**config.mk**
```make
export PLATFORM = sky130hd
export DESIGN_NAME = wb_regfile
export DESIGN_NICKNAME = d
export VERILOG_FILES = /design/src/rtl/wb_pkg.sv /design/src/rtl/regfile_2r1w.sv /design/src/rtl/wb_regfile.sv
export SDC_FILE = /design/constraint.sdc
export NUM_CORES = 2
export LEC_CHECK = 0
export ABC_AREA = 1
export ABC_CLOCK_PERIOD_IN_PS = 3100
export CAP_MARGIN = 40
export CORE_AREA = 5 5 391 393
export CTS_CLUSTER_DIAMETER = 150
export DETAILED_ROUTE_END_ITERATION = 7
export DIE_AREA = 0 0 396 398
export PLACE_DENSITY_LB_ADDON = 0.12
export RECOVER_POWER = 25
export SYNTH_ARGS = -nofsm -noshare
export SYNTH_HDL_FRONTEND = slang
export SYNTH_SLANG_ARGS = --single-unit
```
**constraint.sdc**
```tcl
create_clock -name clk_i -period 3.1 [get_ports clk_i]
set_input_delay 0.62 -clock clk_i [delete_from_list [all_inputs] [get_ports clk_i]]
set_output_delay 0.62 -clock clk_i [all_outputs]
set_load 0.02 [all_outputs]
```
**src/rtl/wb_pkg.sv**
```systemverilog
// Shared constants and types for the write-back stage and its register file.
// Provides default widths, the hard-zero register address and word/address types.
package wb_pkg;

    localparam int XLEN   = 32;
    localparam int REG_AW = 5;
    localparam int CNT_W  = 32;
    localparam int NREGS  = 1 << REG_AW;

    typedef logic [REG_AW-1:0] reg_addr_t;
    typedef logic [XLEN-1:0]   xword_t;

    localparam reg_addr_t ZERO_REG = '0;

endpackage

```
**src/rtl/regfile_2r1w.sv**
```systemverilog
// Two-read / one-write integer register file with async active-low clear.
// Ports: clk_i, rst_n_i, we_i/waddr_i/wdata_i (write), raddr*_i -> rdata*_o (comb).
module regfile_2r1w
    import wb_pkg::*;
#(
    parameter int XLEN   = wb_pkg::XLEN,
    parameter int REG_AW = wb_pkg::REG_AW
) (
    input  logic              clk_i,
    input  logic              rst_n_i,
    input  logic              we_i,
    input  logic [REG_AW-1:0] waddr_i,
    input  logic [XLEN-1:0]   wdata_i,
    input  logic [REG_AW-1:0] raddr1_i,
    input  logic [REG_AW-1:0] raddr2_i,
    output logic [XLEN-1:0]   rdata1_o,
    output logic [XLEN-1:0]   rdata2_o
);

    localparam int N = 1 << REG_AW;

    logic [XLEN-1:0] regs_q [N];
    logic [XLEN-1:0] regs_d [N];

    always_comb begin
        regs_d = regs_q;
        if (we_i && (waddr_i != '0)) begin
            regs_d[waddr_i] = wdata_i;
        end
    end

    always_ff @(posedge clk_i or negedge rst_n_i) begin
        if (!rst_n_i) begin
            for (int i = 0; i < N; i++) begin
                regs_q[i] <= '0;
            end
        end else begin
            regs_q <= regs_d;
        end
    end

    // Entry 0 is never written, but the explicit mux keeps x0 at zero
    // regardless of what the flop holds.
    always_comb begin
        rdata1_o = (raddr1_i == '0) ? '0 : regs_q[raddr1_i];
        rdata2_o = (raddr2_i == '0) ? '0 : regs_q[raddr2_i];
    end

endmodule

```
**src/rtl/wb_regfile.sv**
```systemverilog
// Write-back stage: selects MEM/WB result, commits it to the register file,
// serves two ID read ports, exports wb data/valid for forwarding and a
// retired-write counter. Optional WB_BYPASS_EN: same-cycle write-through.
module wb_regfile
    import wb_pkg::*;
#(
    parameter int XLEN   = wb_pkg::XLEN,
    parameter int REG_AW = wb_pkg::REG_AW,
    parameter int CNT_W  = wb_pkg::CNT_W
) (
    input  logic              clk_i,
    input  logic              rst_n_i,
    input  logic              RegWrite_i,
    input  logic              MemReg_i,
    input  logic [REG_AW-1:0] rd_addr_i,
    input  logic [XLEN-1:0]   data1_i,
    input  logic [XLEN-1:0]   data2_i,
    input  logic [REG_AW-1:0] rs1_addr_i,
    input  logic [REG_AW-1:0] rs2_addr_i,
    output logic [XLEN-1:0]   rs1_data_o,
    output logic [XLEN-1:0]   rs2_data_o,
    output logic [XLEN-1:0]   wb_data_o,
    output logic              wb_valid_o,
    output logic [CNT_W-1:0]  retire_cnt_o
);

    logic [XLEN-1:0]  wb_data;
    logic             we_known;
    logic             commit;
    logic [XLEN-1:0]  rf_rd1;
    logic [XLEN-1:0]  rf_rd2;
    logic [CNT_W-1:0] cnt_q;
    logic [CNT_W-1:0] cnt_d;

    assign wb_data = MemReg_i ? data1_i : data2_i;

    // Case equality so an unknown enable never commits in simulation;
    // synthesis treats it as a plain compare.
    assign we_known = (RegWrite_i === 1'b1);
    assign commit   = we_known && (rd_addr_i != '0);

    assign wb_data_o  = wb_data;
    assign wb_valid_o = RegWrite_i && (rd_addr_i != '0);

    regfile_2r1w #(
        .XLEN   (XLEN),
        .REG_AW (REG_AW)
    ) u_rf (
        .clk_i    (clk_i),
        .rst_n_i  (rst_n_i),
        .we_i     (commit),
        .waddr_i  (rd_addr_i),
        .wdata_i  (wb_data),
        .raddr1_i (rs1_addr_i),
        .raddr2_i (rs2_addr_i),
        .rdata1_o (rf_rd1),
        .rdata2_o (rf_rd2)
    );

`ifdef WB_BYPASS_EN
    logic byp1;
    logic byp2;

    // Gated by reset so read data stays zero while the file is held clear.
    always_comb begin
        byp1       = rst_n_i && commit && (rs1_addr_i == rd_addr_i);
        byp2       = rst_n_i && commit && (rs2_addr_i == rd_addr_i);
        rs1_data_o = byp1 ? wb_data : rf_rd1;
        rs2_data_o = byp2 ? wb_data : rf_rd2;
    end
`else
    always_comb begin
        rs1_data_o = rf_rd1;
        rs2_data_o = rf_rd2;
    end
`endif

    always_comb begin
        cnt_d = cnt_q;
        if (commit) begin
            cnt_d = cnt_q + CNT_W'(1);
        end
    end

    always_ff @(posedge clk_i or negedge rst_n_i) begin
        if (!rst_n_i) begin
            cnt_q <= '0;
        end else begin
            cnt_q <= cnt_d;
        end
    end

    assign retire_cnt_o = cnt_q;

endmodule

```
---- Word-level counts from Yosys, hierarchy flattened ----
Index checks and enable logic that the tools add are counted.
storage, ports and cells
  register bits after elaboration ......... 1,056
  input bits .............................. 83
  logic and storage cells ................. 61
operators by class
  $add $sub $neg .......................... 1
  order comparisons ....................... 4
  eq/ne operators ......................... 1
  mux-type cells .......................... 12
  bitwise logic cells ..................... 3
  reductions and logical operators ........ 7
operators by type and width
  kind                                                                   number
  1024-bit bitwise mux                                                   1
  32-bit binary-select mux with 5-bit select                             2
  32-bit two-way mux                                                     8
  32-bit demux with 5-bit select                                         1
  32-bit by 1-bit adder with 32-bit output (second input constant)       1
  6-bit greater-or-equal comparator (second input constant)              3
  5-bit inverter with 6-bit output                                       3
  5-bit logical NOT                                                      2
  6-bit by 1-bit < comparator with 1-bit output (second input constant)  1
  5-bit nonzero test                                                     1
  1-bit logical AND                                                      4
  1-bit === test (second input constant)                                 1

---- Longest topological paths before layout ----
  word-level depth ........................ 6
  depth in mapped cells ................... 13
  depth with buffers taken out ............ 10

---- Modules after synthesis ----
A second synthesis with hierarchy kept.
second synthesis, totals
  cells, all modules ...................... 8,655
  area, all modules ....................... 60,219.0 µm²
modules (own cells, without submodules)
  module        times used  cells an instance  area each (µm²)  seq. area each (µm²)
  regfile_2r1w  1           8,368              57,948.1         25,624.6
  wb_regfile    1           287                2,270.9          800.8

---- Least setup slack after synthesis ----
No wires, ideal clock.
  kind .................................... input-to-output
  from .................................... in rs2_addr_i[0]
  to ...................................... out rs2_data_o[21]
  data arrival time ....................... 2.218 ns
  required time ........................... 2.480 ns
  slack ................................... 0.262 ns
  stages on the path ...................... 13
  path through ............................ buf_2 inv_1 clkbuf_1 clkbuf_1 buf_2 nand2_1 nand3_1 nand3_1 nand2_1 nand2_1 nand3_1 nand2_1 nor2_1
between the ends
  cells in the longest elaborated chain, start to end .. 5
  elaborated cells on any way between the ends .. 6
RTL lines
  what                                                    line                source
  start, declared                                         wb_regfile.sv:19    input logic [REG_AW-1:0] rs2_addr_i,
  5-bit inverter with 6-bit output (implied by the code)  regfile_2r1w.sv:46  rdata2_o = (raddr2_i == '0) ? '0 : regs_q[raddr2_i];
  32-bit binary-select mux with 5-bit select              regfile_2r1w.sv:46
  32-bit two-way mux (implied by the code) (2 in series)  regfile_2r1w.sv:46
  32-bit two-way mux (*)                                  regfile_2r1w.sv:46
  end, declared                                           wb_regfile.sv:21    output logic [XLEN-1:0] rs2_data_o,
Mark *: on every way between the ends. The rest lies on a longest branch, timed or not. The select of a mux whose other input is x is not followed.

---- Worst setup path after layout ----
  from .................................... in rs1_addr_i[2]
  to ...................................... out rs1_data_o[7]
between the ends
  cells in the longest elaborated chain, start to end .. 5
  elaborated cells on any way between the ends .. 6
RTL lines
  what                                                    line                source
  start, declared                                         wb_regfile.sv:18    input logic [REG_AW-1:0] rs1_addr_i,
  5-bit inverter with 6-bit output (implied by the code)  regfile_2r1w.sv:45  rdata1_o = (raddr1_i == '0) ? '0 : regs_q[raddr1_i];
  32-bit binary-select mux with 5-bit select              regfile_2r1w.sv:45
  32-bit two-way mux (implied by the code) (2 in series)  regfile_2r1w.sv:45
  32-bit two-way mux (*)                                  regfile_2r1w.sv:45
  end, declared                                           wb_regfile.sv:20    output logic [XLEN-1:0] rs1_data_o,
Marks and branches as above.

==> impl_metrics.py <==
metrics = {
    "sta": {
        "min_period_ns": 3.07,
        "fin_crit_sh_pct": 99.0,
        "setup_viol": 0,
        "whs_ns": 0.400,
        "finalMaxSlewViolations": 43,
        "relSlewSlack_pct": -16.4,
        "clock_skew_ns": 0.00765,
        "tightest_slew_ns": 1.75,
        "fmax_mhz": 326,
        "finalHoldViolations": 0,
    },
    "cells_and_area": {
        "final.fill_count": 14900,
        "final_core_utilization_pct": 48.8,
        "final_cell_mix": "nand2_1 (3,227), nand3_1 (1,387), dfrtp_1 (1,056)",
        "area_delta_synth_final_pct": 23.2,
        "seqCellArea_um2": 26400,
        "finalNetCount": 8980,
        "final_layout_size_suffix_gt1_share_pct": 11.5,
        "final_common_cell": "nand2_1",
        "multiInputGateArea_um2": 29400,
        "final_cells": 10900,
    },
    "cts": {
        "clk_pin_slew_ns": 0.05,
        "clkLatencyLatePin_ns": 0.77,
        "cts_inserted_buffers": 132,
        "cts_max_level": 4,
        "cts.sinks": 1056,
        "root_buffer": "clkbuf_16",
        "tritoncts": "yes",
        "cts.path.max_buffers": 3,
    },
    "worst_setup_path": {
        "cpLargestDelayFamily": "buffers and inverters",
        "cp_num_buf_inv": 6,
        "worst_path_largest_cell_delay_ns": 0.29,
        "cp.arrival_ns": 2.45,
        "endpoint_kind": "output pin",
        "path_depth": 12,
        "r2r-end": "retire_cnt_o[22]",
        "r2r_slack_ns": 1.11,
        "crit_type": "input port to output pin",
        "path_cells": "buf_6 -> inv_8 -> buf_4 -> buf_6 -> nand3_1 -> nand2_1 -> nand2_1 -> nand3_1 -> nand2_1 -> nor2_2 -> buf_4 -> buf_4",
        "crit_start": "rs1_addr_i[2]",
        "cpMaxStageDelayCell": "buf_4",
        "crit_fanout": 23,
        "cp-endpoint": "rs1_data_o[7]",
        "cp-start-kind": "input port",
        "cp.required_ns": 2.48,
        "r2r_cells": 9,
        "rr_startpoint": "retire_cnt_o[0]",
    },
    "drt": {
        "via_per_inst": 5.72,
        "num_vias": 62600,
        "dr.pass1.iters": 6,
        "drc": 0,
        "drt-total-wl_mm": 263,
        "ant_nets": 0,
        "drtIter0Drc": 7821,
        "wl_per_cell_um": 24.0,
    },
    "pwr": {
        "power_uw": 46300,
        "pwr-share-comb_pct": 23.8,
        "p_clk_share_pct": 34.5,
        "power_density_nw_per_um2": 637,
        "netSwitchingPower_uw": 15600,
        "cellLeakagePower_uw": 0.0344,
        "power_frac_seq_pct": 41.7,
        "intPower_uw": 30700,
        "irDropWorstVdd_mv": 0.463,
        "swShare_pct": 33.6,
    },
    "placed_design": {
        "port_buffers": 211,
        "post-place-cells": 10700,
        "dp_hpwl_mm": 169,
        "gp_congestion": 0.906,
    },
    "floorplanning": {
        "start_util_pct": 39.6,
        "fp.dieW_um": 396,
        "io_pins": 212,
        "fp.dieH_um": 398,
        "fp.coreArea_um2": 149000,
        "num_rows": 142,
        "dieArea_um2": 158000,
    },
    "synthesis": {
        "synth_cells": 8714,
        "ys_ff_latch": 1056,
        "async_flop_share_pct": 100,
        "netlist_area_um2": 59000,
        "synthFlopType": "dfrtp_1",
        "syn_area_per_cell_um2": 6.77,
        "ys_warn_count": 0,
        "ys_seq_area_share_pct": 44.8,
        "ys_types": 26,
        "synth_edf_count": 0,
        "syn-num-nets": 8798,
    },
    "run_status": {
        "run_status": "finished, violations left",
        "violations": "max-capacitance violations, max-slew violations",
    },
    "global_routing": {
        "grtUsageTotal_pct": 32.3,
        "grt.overflow.total": 0,
        "grt_pass1_wl_mm": 387,
        "grt_max_degree": 79,
        "first_global_vias": 58600,
        "antenna_found_initial": 6,
    },
    "worst_hold_path": {
        "min_path_cells": 0,
        "worstHoldStart": "u_rf.regs_q[1010]",
        "holdCritPathClass": "flip-flop to flip-flop",
    },
    "job": {
        "cap_violations": 1,
    },
}
-- flip-flops by register name, indices dropped and copies added, names as in the netlist --
name	flops
u_rf.regs_q	1024
retire_cnt_o	32
-- layer usage --
layer	global-route usage (%)	part of all wire, %
met3	6.39	10
met1	45.4	42
met4	11.1	3.6
met5	0	0
met2	49.8	44
-- area by class of cell --
cell class / count / area share, %
flip-flops and latches: 1056 / 36.4
clock inverters: 36 / 0.589
multi-input cells: 6715 / 40.5
diodes: 1 / 0.00344
clock buffers: 203 / 5.51
inverters: 175 / 1.02
repair buffers: 813 / 12.6
repair inverters: 3 / 0.0465
well taps: 1944 / 3.35
-- kinds of logic (layout without fill, tap and decap cells) --
group / Yosys count / after routing / share of synthesized area (%)
buffers and inverters: 943 / 1230 / 6.22
other: 0 / 1 / 0
AO/OA/AOI/OAI: 1207 / 1207 / 10.5
flip-flops: 1056 / 1056 / 44.8
adder cells (fa/ha/maj): 1 / 1 / 0.0212
XOR/XNOR: 19 / 19 / 0.282
AND/OR/NAND/NOR: 5488 / 5488 / 38.2
-- how the worst min path moves through the flow --
| stage | endpoint |
|---|---|
| after floorplan | retire_cnt_o[0] |
| after global placement | u_rf.regs_q[1020] |
| after detailed placement | u_rf.regs_q[1020] |
| after CTS | u_rf.regs_q[842] |
| after global routing | u_rf.regs_q[1018] |
| final | u_rf.regs_q[1010] |
-- repair_timing --
item                                    CTS  global route
hold buffers                              1             0
pin swaps                                 0             4
hold endpoints to repair                 31             0
cloned                                    5            19
buffers inserted                          0             7
gates resized for setup                  66           120
endpoints found under the setup margin   44            63
-- through the flow --
stage               cell area, um2  setup TNS, ns  worst slack, ns
floorplan                    59000              0            0.262
global placement             67100          -4.80           -0.279
detailed placement           67100          -4.88           -0.270
CTS                          71900        -0.0273         -0.00900
global route                 72700       -0.00511         -0.00454
finish                       72700              0           0.0296
-- power groups by stage --
stage	sequential [uW]	combinational, uW	clock (uW)
floorplan	18800	6790	0
global placement	19400	10400	0
detailed placement	19400	10600	0
CTS	19200	10700	16200
global route	19700	12300	16700
finish	19300	11000	16000
-- synthesized netlist by cell type, types with 9 or more instances --
cell,number,area share (%)
nand2_1,3235,21
nand3_1,1389,12
dfrtp_1,1056,45
nor2_1,815,5.2
clkbuf_1,596,3.8
a21oi_1,557,4.7
o21ai_0,434,3.7
inv_1,164,1.0
o21ai_1,159,1.3
buf_2,101,0.86
buf_1,70,0.45
o211ai_1,57,0.73
nor3_1,14,0.12
xor2_1,11,0.16
nor2_2,9,0.095
(Power assumes the default switching activity.)
